## config.mk

```make
export PLATFORM = sky130hd
export DESIGN_NAME = fir_interp_seq
export DESIGN_NICKNAME = d
export VERILOG_FILES = /design/src/rtl/fir_interp_seq.sv
export SDC_FILE = /design/constraint.sdc
export NUM_CORES = 1
export LEC_CHECK = 0
export ABC_CLOCK_PERIOD_IN_PS = 1300
export CAP_MARGIN = 10
export CORE_MARGIN = 4
export CORE_UTILIZATION = 44
export DETAILED_ROUTE_END_ITERATION = 7
export PLACE_DENSITY = 0.8
export SETUP_SLACK_MARGIN = 0.15
export SYNTH_ARGS = -nofsm -noshare
export SYNTH_HDL_FRONTEND = slang
export SYNTH_SLANG_ARGS = --single-unit
export TNS_END_PERCENT = 20
```

## constraint.sdc

```tcl
create_clock -name CLOCK -period 1.3 [get_ports CLOCK]
set_clock_uncertainty 0.05 [all_clocks]
set_input_delay 0.26 -clock CLOCK [delete_from_list [all_inputs] [get_ports CLOCK]]
set_output_delay 0.26 -clock CLOCK [all_outputs]
set_load 0.03 [all_outputs]
```

## src/rtl/fir_interp_seq.sv

```systemverilog
// -----------------------------------------------------------------------------
// fir_interp_seq
//
// Sequencer for the L-fold interpolating FIR datapath. For every output sample
// it issues the tap-register preload, coefficient/data load, multiply and
// adder-tree strobes. It also owns the interpolation phase counter and a
// round-robin channel counter. Input samples that arrive while the sequencer
// cannot take them are flagged as overruns.
//
// Build option:
//   FIR_INTERP_OVERRUN_DET_EN  defined   -> sticky overrun detector present
//                              undefined -> overrun tied to 0, no register
//
// Parameters:
//   L            interpolation factor (output phases per input sample), >= 2
//   PH_W         phase counter width, >= clog2(L)
//   NCH          number of channels served round-robin, >= 1
//   CH_W         channel counter width, >= clog2(NCH)
//   LOAD_STAGES  register-load cycles (pre_load + sinc_en), >= 1
//   ADD_STAGES   adder-tree pipeline depth, >= 1
//
// Ports:
//   CLOCK       in   single clock, posedge
//   RESET       in   synchronous, active-high
//   Data_RDY    in   new input sample available (level)
//   shift_done  in   tap shift register finished advancing
//   loaded      in   output sample accepted downstream
//   pre_load    out  preload strobe to tap register
//   sinc_en     out  coefficient/data register load enable
//   mult_en     out  multiplier register load
//   sample_rdy  out  adder-tree output valid (last ADD cycle)
//   count_en    out  one-cycle phase-advance pulse
//   phase       out  current interpolation phase, 0..L-1
//   channel     out  current channel, 0..NCH-1
//   busy        out  high whenever the sequencer is not idle
//   overrun     out  sticky flag: Data_RDY seen while it could not be taken
// -----------------------------------------------------------------------------
module fir_interp_seq #(
    parameter int unsigned L           = 4,
    parameter int unsigned PH_W        = 2,
    parameter int unsigned NCH         = 1,
    parameter int unsigned CH_W        = 1,
    parameter int unsigned LOAD_STAGES = 2,
    parameter int unsigned ADD_STAGES  = 5
) (
    input  logic            CLOCK,
    input  logic            RESET,
    input  logic            Data_RDY,
    input  logic            shift_done,
    input  logic            loaded,
    output logic            pre_load,
    output logic            sinc_en,
    output logic            mult_en,
    output logic            sample_rdy,
    output logic            count_en,
    output logic [PH_W-1:0] phase,
    output logic [CH_W-1:0] channel,
    output logic            busy,
    output logic            overrun
);

    // Stage counter must hold the longer of the two multi-cycle sequences.
    localparam int unsigned STG_MAX = (LOAD_STAGES > ADD_STAGES) ? LOAD_STAGES : ADD_STAGES;
    localparam int unsigned STG_W   = (STG_MAX > 1) ? $clog2(STG_MAX) : 1;

    localparam logic [STG_W-1:0] LOAD_LAST = STG_W'(LOAD_STAGES - 1);
    localparam logic [STG_W-1:0] ADD_LAST  = STG_W'(ADD_STAGES - 1);
    localparam logic [PH_W-1:0]  PH_LAST   = PH_W'(L - 1);
    localparam logic [CH_W-1:0]  CH_LAST   = CH_W'(NCH - 1);

    typedef enum logic [3:0] {
        S_IDLE         = 4'd0,
        S_PRELOAD      = 4'd1,
        S_LOAD_REG     = 4'd2,
        S_MULT         = 4'd3,
        S_ADD          = 4'd4,
        S_LOADED_WAIT  = 4'd5,
        S_INC          = 4'd6,
        S_SHIFT_WAIT   = 4'd7,
        S_PRE_LOAD_GEN = 4'd8
    } state_t;

    state_t           r_state;
    state_t           w_state_nxt;
    logic [STG_W-1:0] r_stage;
    logic [STG_W-1:0] w_stage_nxt;
    logic [PH_W-1:0]  r_phase;
    logic [PH_W-1:0]  w_phase_nxt;
    logic [CH_W-1:0]  r_channel;
    logic [CH_W-1:0]  w_channel_nxt;

    logic r_pre_load;
    logic r_sinc_en;
    logic r_mult_en;
    logic r_sample_rdy;
    logic r_count_en;
    logic r_busy;

    logic w_pre_load_nxt;
    logic w_sinc_en_nxt;
    logic w_mult_en_nxt;
    logic w_sample_rdy_nxt;
    logic w_count_en_nxt;
    logic w_busy_nxt;

    // Next-state, stage counter and phase/channel update.
    always_comb begin
        w_state_nxt   = r_state;
        w_stage_nxt   = '0;
        w_phase_nxt   = r_phase;
        w_channel_nxt = r_channel;

        case (r_state)
            S_IDLE: begin
                if (Data_RDY) begin
                    w_state_nxt = S_PRELOAD;
                end
            end
            S_PRELOAD: begin
                w_state_nxt = S_LOAD_REG;
            end
            S_LOAD_REG: begin
                if (r_stage == LOAD_LAST) begin
                    w_state_nxt = S_MULT;
                end else begin
                    w_stage_nxt = r_stage + STG_W'(1);
                end
            end
            S_MULT: begin
                w_state_nxt = S_ADD;
            end
            S_ADD: begin
                if (r_stage == ADD_LAST) begin
                    w_state_nxt = S_LOADED_WAIT;
                end else begin
                    w_stage_nxt = r_stage + STG_W'(1);
                end
            end
            S_LOADED_WAIT: begin
                if (loaded) begin
                    w_state_nxt = S_INC;
                end
            end
            S_INC: begin
                if (r_phase != PH_LAST) begin
                    w_phase_nxt = r_phase + PH_W'(1);
                    w_state_nxt = S_SHIFT_WAIT;
                end else if (r_channel != CH_LAST) begin
                    // Next channel reuses the current input sample: reload only.
                    w_phase_nxt   = '0;
                    w_channel_nxt = r_channel + CH_W'(1);
                    w_state_nxt   = S_LOAD_REG;
                end else begin
                    w_phase_nxt   = '0;
                    w_channel_nxt = '0;
                    w_state_nxt   = S_IDLE;
                end
            end
            S_SHIFT_WAIT: begin
                // A new sample takes precedence; shift_done is re-sampled afterwards.
                if (Data_RDY) begin
                    w_state_nxt = S_PRE_LOAD_GEN;
                end else if (shift_done) begin
                    w_state_nxt = S_MULT;
                end
            end
            S_PRE_LOAD_GEN: begin
                w_state_nxt = S_SHIFT_WAIT;
            end
            default: begin
                w_state_nxt = S_IDLE;
            end
        endcase
    end

    // Output decode from the next state so the registered strobes line up
    // with the state they belong to.
    always_comb begin
        w_pre_load_nxt   = 1'b0;
        w_sinc_en_nxt    = 1'b0;
        w_mult_en_nxt    = 1'b0;
        w_sample_rdy_nxt = 1'b0;
        w_count_en_nxt   = 1'b0;
        w_busy_nxt       = (w_state_nxt != S_IDLE);

        case (w_state_nxt)
            S_PRELOAD: begin
                w_pre_load_nxt = 1'b1;
            end
            S_LOAD_REG: begin
                w_pre_load_nxt = 1'b1;
                w_sinc_en_nxt  = 1'b1;
            end
            S_MULT: begin
                w_mult_en_nxt = 1'b1;
            end
            S_ADD: begin
                w_sample_rdy_nxt = (w_stage_nxt == ADD_LAST);
            end
            S_INC: begin
                w_count_en_nxt = 1'b1;
            end
            S_PRE_LOAD_GEN: begin
                w_pre_load_nxt = 1'b1;
            end
            default: begin
                w_pre_load_nxt = 1'b0;
            end
        endcase
    end

    // State, counters and registered outputs.
    always_ff @(posedge CLOCK) begin
        if (RESET) begin
            r_state      <= S_IDLE;
            r_stage      <= '0;
            r_phase      <= '0;
            r_channel    <= '0;
            r_pre_load   <= 1'b0;
            r_sinc_en    <= 1'b0;
            r_mult_en    <= 1'b0;
            r_sample_rdy <= 1'b0;
            r_count_en   <= 1'b0;
            r_busy       <= 1'b0;
        end else begin
            r_state      <= w_state_nxt;
            r_stage      <= w_stage_nxt;
            r_phase      <= w_phase_nxt;
            r_channel    <= w_channel_nxt;
            r_pre_load   <= w_pre_load_nxt;
            r_sinc_en    <= w_sinc_en_nxt;
            r_mult_en    <= w_mult_en_nxt;
            r_sample_rdy <= w_sample_rdy_nxt;
            r_count_en   <= w_count_en_nxt;
            r_busy       <= w_busy_nxt;
        end
    end

`ifdef FIR_INTERP_OVERRUN_DET_EN
    logic r_overrun;
    logic w_rdy_blocked;

    // Only IDLE and SHIFT_WAIT can accept a new sample.
    assign w_rdy_blocked = Data_RDY && (r_state != S_IDLE) && (r_state != S_SHIFT_WAIT);

    // Sticky until reset.
    always_ff @(posedge CLOCK) begin
        if (RESET) begin
            r_overrun <= 1'b0;
        end else if (w_rdy_blocked) begin
            r_overrun <= 1'b1;
        end
    end

    assign overrun = r_overrun;
`else
    assign overrun = 1'b0;
`endif

    assign pre_load   = r_pre_load;
    assign sinc_en    = r_sinc_en;
    assign mult_en    = r_mult_en;
    assign sample_rdy = r_sample_rdy;
    assign count_en   = r_count_en;
    assign phase      = r_phase;
    assign channel    = r_channel;
    assign busy       = r_busy;

endmodule

```

==> impl_metrics.env, run 1 <==
export IMPL_power_frac_comb=0.242
export IMPL_start_util=0.4857
export IMPL_final_setup_viol_count=9
export IMPL_r2r_cells=7
export IMPL_required_ns=1.43
export IMPL_port_buffer_count=12
export IMPL_hold_end="r_stage[0]$_SDFF_PP0_"
export IMPL_internal_power_mw=0.7048
export IMPL_clkPwrFrac=0.259
export IMPL_seq_area_frac_synth=0.3922
export IMPL_ys_flop_type="dfxtp_1"
export IMPL_grt_pass1_vias=673
export IMPL_violations="setup timing"
export IMPL_grt_overflow_total=0
export IMPL_fmax_mhz=680.9
export IMPL_clock_sinks=15
export IMPL_yosysWarnings=0
export IMPL_critPathCaptureType="flip-flop"
export IMPL_synthDistinctLibCells=29
export IMPL_netlist_instances=83
export IMPL_holdPathStages=2
export IMPL_clock_latency_ns=0.28
export IMPL_fin_cells=123
export IMPL_rsz0062_at_grt="true"
export IMPL_synth_edf_count=0
export IMPL_place_gp_congestion=0.7564
export IMPL_fin_crit_sh=1.130
export IMPL_hold_path_class="flip-flop to flip-flop"
export IMPL_dp_cells=118
export IMPL_r2r_end="pre_load$_SDFF_PP0_"
export IMPL_worstReg2RegStart="r_stage[0]$_SDFF_PP0_"
export IMPL_fin_nets=117
export IMPL_die_h_um=49.72
export IMPL_cts_hold_buf=0
export IMPL_clock_root_buffer="clkbuf_4"
export IMPL_cp_max_fo=3
export IMPL_wirelength_um=1709
export IMPL_cp_arrival_ns=1.60
export IMPL_power_density_nw_per_um2=917.3
export IMPL_cts_tree="yes"
export IMPL_vdd_ir_drop_worst_v=0.0006920
export IMPL_drt_iter0_drc=3
export IMPL_grt_usage=0.1552
export IMPL_hold_violations=0
export IMPL_die_area_um2=2472
export IMPL_num_antenna_cells=0
export IMPL_ant_nets=0
export IMPL_drive_gt1_frac=0.5327
export IMPL_antenna_found_initial=0
export IMPL_hp_start="r_stage[0]$_SDFF_PP0_"
export IMPL_critical_path_class="flip-flop to flip-flop"
export IMPL_slew_violations=0
export IMPL_pin_count=15
export IMPL_fillers=125
export IMPL_power_leakage_nw=0.4318
export IMPL_outcome="finished, violations left"
export IMPL_ys_seq_elements=15
export IMPL_fin_util=0.6913
export IMPL_h_tree_depth=1
export IMPL_async_flop_share=0
export IMPL_drc=0
export IMPL_power_switching_mw=0.2949
export IMPL_timing_hold_ws_ns=0.5009
export IMPL_vias=681
export IMPL_clkTransAtPathRegs_ns=0.09
export IMPL_dp_hpwl_um=1311
export IMPL_syn2layout_area_growth_pct=42.32
export IMPL_r2r_slack_ns=-0.17
export IMPL_grt_max_degree=10
export IMPL_layout_common_cells="14 x buf_4, 8 x nor2_1, 7 x dfxtp_1"
export IMPL_fp_dieW_um=49.72
export IMPL_swShare=0.2950
export IMPL_startpoint_type="flip-flop"
export IMPL_cts_buffers=3
export IMPL_power_frac_seq=0.498
export IMPL_fin_crit_ns=1.469
export IMPL_clockBufferDepth=2
export IMPL_syn_area_per_cell_um2=9.226
export IMPL_routed_via_density=5.537
export IMPL_synthesis_area_um2=765.7
export IMPL_firstDrtPassIters=4
export IMPL_grt_pass1_wl_um=2994
export IMPL_fin_ws_ns=-0.1687
export IMPL_std_cell_rows=14
export IMPL_core_area_um2=1577
export IMPL_avgRoutedWirePerCell_um=13.89
export IMPL_maxCapViolations=0
export IMPL_layout_commonest_cell="buf_4"
## what timing repair did
item | CTS | global route
buffers inserted | 1 | 0
resized for setup | 31 | 12
gates cloned | 0 | 0
pin swaps | 7 | 7
endpoints found under the setup margin | 19 | 18
## how the worst max path moves through the flow
stage / from / to / slack [ns] / depth (start not counted)
6_report: r_stage[0]$_SDFF_PP0_ / pre_load$_SDFF_PP0_ / -0.17 / 7
5_1_grt: r_state[1]$_SDFF_PP0_ / busy$_SDFF_PP0_ / -0.23 / 5
4_1_cts: r_stage[0]$_SDFF_PP0_ / pre_load$_SDFF_PP0_ / -0.15 / 7
3_5_place_dp: Data_RDY / pre_load$_SDFF_PP0_ / -0.36 / 5
3_3_place_gp: Data_RDY / pre_load$_SDFF_PP0_ / -0.32 / 5
2_1_floorplan: r_stage[0]$_SDFF_PP0_ / busy$_SDFF_PP0_ / -0.008 / 7
## layout make-up
class / count / area (um^2) / area share
clock buffers: 4 / 26.28 / 0.02411
inverters: 5 / 18.77 / 0.01722
multi-input cells: 59 / 510.5 / 0.4684
flip-flops and latches: 15 / 317.8 / 0.2916
well taps: 16 / 20.02 / 0.01837
repair buffers: 24 / 196.4 / 0.1803
## cell families after synthesis
| group | Yosys count | synth area share |
|---|---|---|
| xor+xnor | 2 | 0.02288 |
| mux | 4 | 0.05229 |
| compound gates | 13 | 0.1209 |
| other cells | 1 | 0.004897 |
| fa+ha+maj | 4 | 0.06536 |
| flops | 15 | 0.3922 |
| buf+inv | 10 | 0.07352 |
| simple gates | 34 | 0.2680 |
## critical path: stages, from the launching register on
cell and delay [ns]:
dfxtp_2 0.36, inv_2 0.06, ha_4 0.15, nand2_2 0.06
mux2i_2 0.07, a32oi_2 0.32, xnor2_1 0.12, a41o_1 0.18
## flip-flops by register name (all words and copies together) (netlist names)
signal and cells:
count_en 1, sample_rdy 1, phase 2, pre_load 1, busy 1, sinc_en 1
r_state 4, mult_en 1, r_stage 3
## per-layer routing
metal | vias up | routed length, um | global-route usage
li1 | 335 | - | -
met1 | 321 | 762 | 0.1993
met2 | 18 | 816 | 0.2445
met3 | 7 | 79 | 0.02711
met4 | 0 | 51 | 0.08295
met5 | - | 0 | 0
## per-stage QoR
stage                TNS, ns  worst slack, ns  instance area, um^2  total power, mW
floorplan           -0.01826        -0.008317                797.0           0.6476
global placement      -2.705          -0.3176                969.7           0.7126
detailed placement    -3.163          -0.3604                969.7           0.7165
CTS                  -0.8390          -0.1483                 1039           0.9888
global route          -1.814          -0.2254                 1090            1.059
finish                -1.012          -0.1687                 1090           0.9997
## synthesized netlist by cell type (2+ instances only)
library cell | n | area share
dfxtp_1 | 15 | 0.39
ha_1 | 4 | 0.065
o21ai_1 | 3 | 0.020
a31oi_1 | 4 | 0.033
nor4b_2 | 2 | 0.039
nand2b_1 | 3 | 0.025
inv_1 | 5 | 0.025
xnor2_1 | 2 | 0.023
nand2_1 | 2 | 0.0098
nor2_1 | 9 | 0.044
mux2i_1 | 4 | 0.052
buf_4 | 3 | 0.029
nor3_1 | 8 | 0.052
nor3b_1 | 3 | 0.029
and2_1 | 2 | 0.016
## power groups by stage
stage	clock (mW)	sequential, mW	combinational [mW]
CTS	0.269	0.499	0.221
global route	0.296	0.502	0.261
floorplan	0	0.528	0.120
global placement	0	0.508	0.205
detailed placement	0	0.508	0.209
finish	0.259	0.498	0.242
Power figures use the tool's default switching activity.
==> run 2: changes to the inputs <==
--- a/config.mk
+++ b/config.mk
@@ -8,10 +8,9 @@
 export ABC_CLOCK_PERIOD_IN_PS = 1300
 export CAP_MARGIN = 10
 export CORE_MARGIN = 4
-export CORE_UTILIZATION = 44
+export CORE_UTILIZATION = 35
 export DETAILED_ROUTE_END_ITERATION = 7
-export PLACE_DENSITY = 0.8
-export SETUP_SLACK_MARGIN = 0.15
+export PLACE_DENSITY = 0.68
 export SYNTH_ARGS = -nofsm -noshare
 export SYNTH_HDL_FRONTEND = slang
 export SYNTH_SLANG_ARGS = --single-unit
==> run 2 against run 1 <==
Net effect: the run still ends with setup timing left; sequential power increased by 1%; sequential share of layout area is 1.3 points lower; largest cell class unchanged; maximum frequency up 1.2%; critical path type unchanged; power grew 1.2%; combinational power rose by 2%.
==> impl_metrics.env, run 2 (same netlist as run 1, synthesis figures left out) <==
export IMPL_ant_nets=0
export IMPL_fp_dieW_um=54.78
export IMPL_slew_violations=0
export IMPL_drive_gt1_frac=0.5405
export IMPL_drt_iter0_drc=7
export IMPL_syn2layout_area_growth_pct=51.31
export IMPL_start_util=0.3787
export IMPL_dp_cells=132
export IMPL_antenna_found_initial=0
export IMPL_grt_usage=0.1290
export IMPL_rsz0062_at_grt="true"
export IMPL_fmax_mhz=688.8
export IMPL_firstDrtPassIters=4
export IMPL_largest_reg_flops=4
export IMPL_cts_hold_buf=0
export IMPL_hold_violations=0
export IMPL_layout_common_cells="22 x buf_4, 8 x nor2_1, 7 x dfxtp_1"
export IMPL_hold_path_class="flip-flop to flip-flop"
export IMPL_critPathCaptureType="flip-flop"
export IMPL_clock_root_buffer="clkbuf_4"
export IMPL_stdcell_area_um2=1159
export IMPL_layout_commonest_cell="buf_4"
export IMPL_drc=0
export IMPL_core_area_um2=2022
export IMPL_clockBufferDepth=2
export IMPL_fin_crit_sh=1.117
export IMPL_die_h_um=54.78
export IMPL_power_leakage_nw=0.4679
export IMPL_cp_cell_sequence="inv_4, ha_4, nand2_4, mux2i_1, a32oi_2, xnor2_1, a41o_1"
export IMPL_power_frac_seq=0.497
export IMPL_grt_max_degree=12
export IMPL_grt_pass1_vias=624
export IMPL_power_switching_mw=0.3067
export IMPL_clkTransAtPathRegs_ns=0.09
export IMPL_routed_via_density=4.884
export IMPL_vias=674
export IMPL_cp_max_fo=3
export IMPL_avgRoutedWirePerCell_um=12.56
export IMPL_violations="setup timing"
export IMPL_clock_sinks=15
export IMPL_clkPwrFrac=0.260
export IMPL_port_buffer_count=12
export IMPL_clock_latency_ns=0.28
export IMPL_grt_pass1_wl_um=2808
export IMPL_std_cell_rows=16
export IMPL_fin_nets=121
export IMPL_cp_arrival_ns=1.58
export IMPL_dp_hpwl_um=1211
export IMPL_final_setup_viol_count=9
export IMPL_maxCapViolations=0
export IMPL_fillers=185
export IMPL_internal_power_mw=0.7053
export IMPL_outcome="finished, violations left"
export IMPL_final_setup_tns_ns=-0.6433
export IMPL_pin_count=15
export IMPL_power_frac_comb=0.243
export IMPL_die_area_um2=3000
export IMPL_cts_tree="yes"
export IMPL_critical_path_class="flip-flop to flip-flop"
export IMPL_place_gp_congestion=0.7630
export IMPL_regMostFlops="r_state"
export IMPL_worst_path_max_delay_cell="dfxtp_4"
export IMPL_grt_overflow_total=0
export IMPL_power_density_nw_per_um2=873.5
export IMPL_h_tree_depth=1
export IMPL_fin_crit_ns=1.452
export IMPL_critPathTopFamily="flip-flops"
export IMPL_fin_cells=138
export IMPL_slowest_delay_ns=0.38
export IMPL_vdd_ir_drop_worst_v=0.0006305
export IMPL_startpoint_type="flip-flop"
export IMPL_fin_ws_ns=-0.1519
export IMPL_wirelength_um=1733
export IMPL_swShare=0.3031
export IMPL_worst_path_buf_inv=1
export IMPL_required_ns=1.43
export IMPL_num_antenna_cells=0
export IMPL_dpl_cell_area_um2=991.0
export IMPL_cts_buffers=3
run 2: final cells by class:
class	instances	area, um^2	area share
multi-input cells	59	526.8	0.4546
inverters	5	23.77	0.02052
well taps	27	33.78	0.02916
clock inverters	1	5.005	0.004320
flip-flops and latches	15	322.8	0.2786
repair buffers	28	224.0	0.1933
clock buffers	3	22.52	0.01944
run 2: worst reg2reg max path, delay by kind of cell (launching register included):
| kind | cells | cell delay (ns) |
|---|---|---|
| AO/OA/AOI/OAI | 2 | 0.37 |
| XOR/XNOR | 1 | 0.15 |
| adder cells (fa/ha/maj) | 1 | 0.13 |
| buffers and inverters | 1 | 0.06 |
| flip-flops | 1 | 0.38 |
| multiplexers | 1 | 0.17 |
| AND/OR/NAND/NOR | 1 | 0.04 |
run 2: power by group through the flow:
stage          Clock, mW  Sequential, mW  Combinational [mW]
3_3_place_gp           0           0.509               0.204
2_1_floorplan          0           0.528               0.120
6_report           0.263           0.503               0.246
4_1_cts            0.270           0.498               0.226
3_5_place_dp           0           0.509               0.206
5_1_grt            0.308           0.507               0.268
run 2: worst paths after layout:
check                        startpoint               endpoint  slack [ns]  cells after the start
hold reg to reg   r_stage[0]$_SDFF_PP0_  r_stage[0]$_SDFF_PP0_        0.52                      2
hold / removal    r_stage[0]$_SDFF_PP0_  r_stage[0]$_SDFF_PP0_        0.52                      2
setup reg to reg  r_stage[0]$_SDFF_PP0_    pre_load$_SDFF_PP0_       -0.15                      7
setup / recovery  r_stage[0]$_SDFF_PP0_    pre_load$_SDFF_PP0_       -0.15                      7
run 2: routing by layer:
layer,track usage,part of all wire,vias up
li1,-,-,342
met1,0.1768,0.45,315
met2,0.1929,0.50,15
met3,0.02997,0.040,2
met4,0.04979,0.013,0
met5,0,0,-
run 2: timing repair:
action	4_1_cts	5_1_grt
setup buffers	2	0
pin swaps	4	10
resized for setup	18	17
setup endpoints to repair	15	15
run 2: per-stage QoR:
stage | total power [mW] | setup slack, ns | hold WS, ns | util
after floorplan | 0.6480 | -0.01446 | 0.3814 | -
after global placement | 0.7133 | -0.3072 | 0.4672 | 0.4901
after detailed placement | 0.7158 | -0.3354 | 0.4749 | 0.4901
after CTS | 0.9941 | -0.1235 | 0.4851 | 0.5359
after global routing | 1.084 | -0.2404 | 0.5474 | 0.5730
final | 1.012 | -0.1519 | 0.5239 | 0.5730
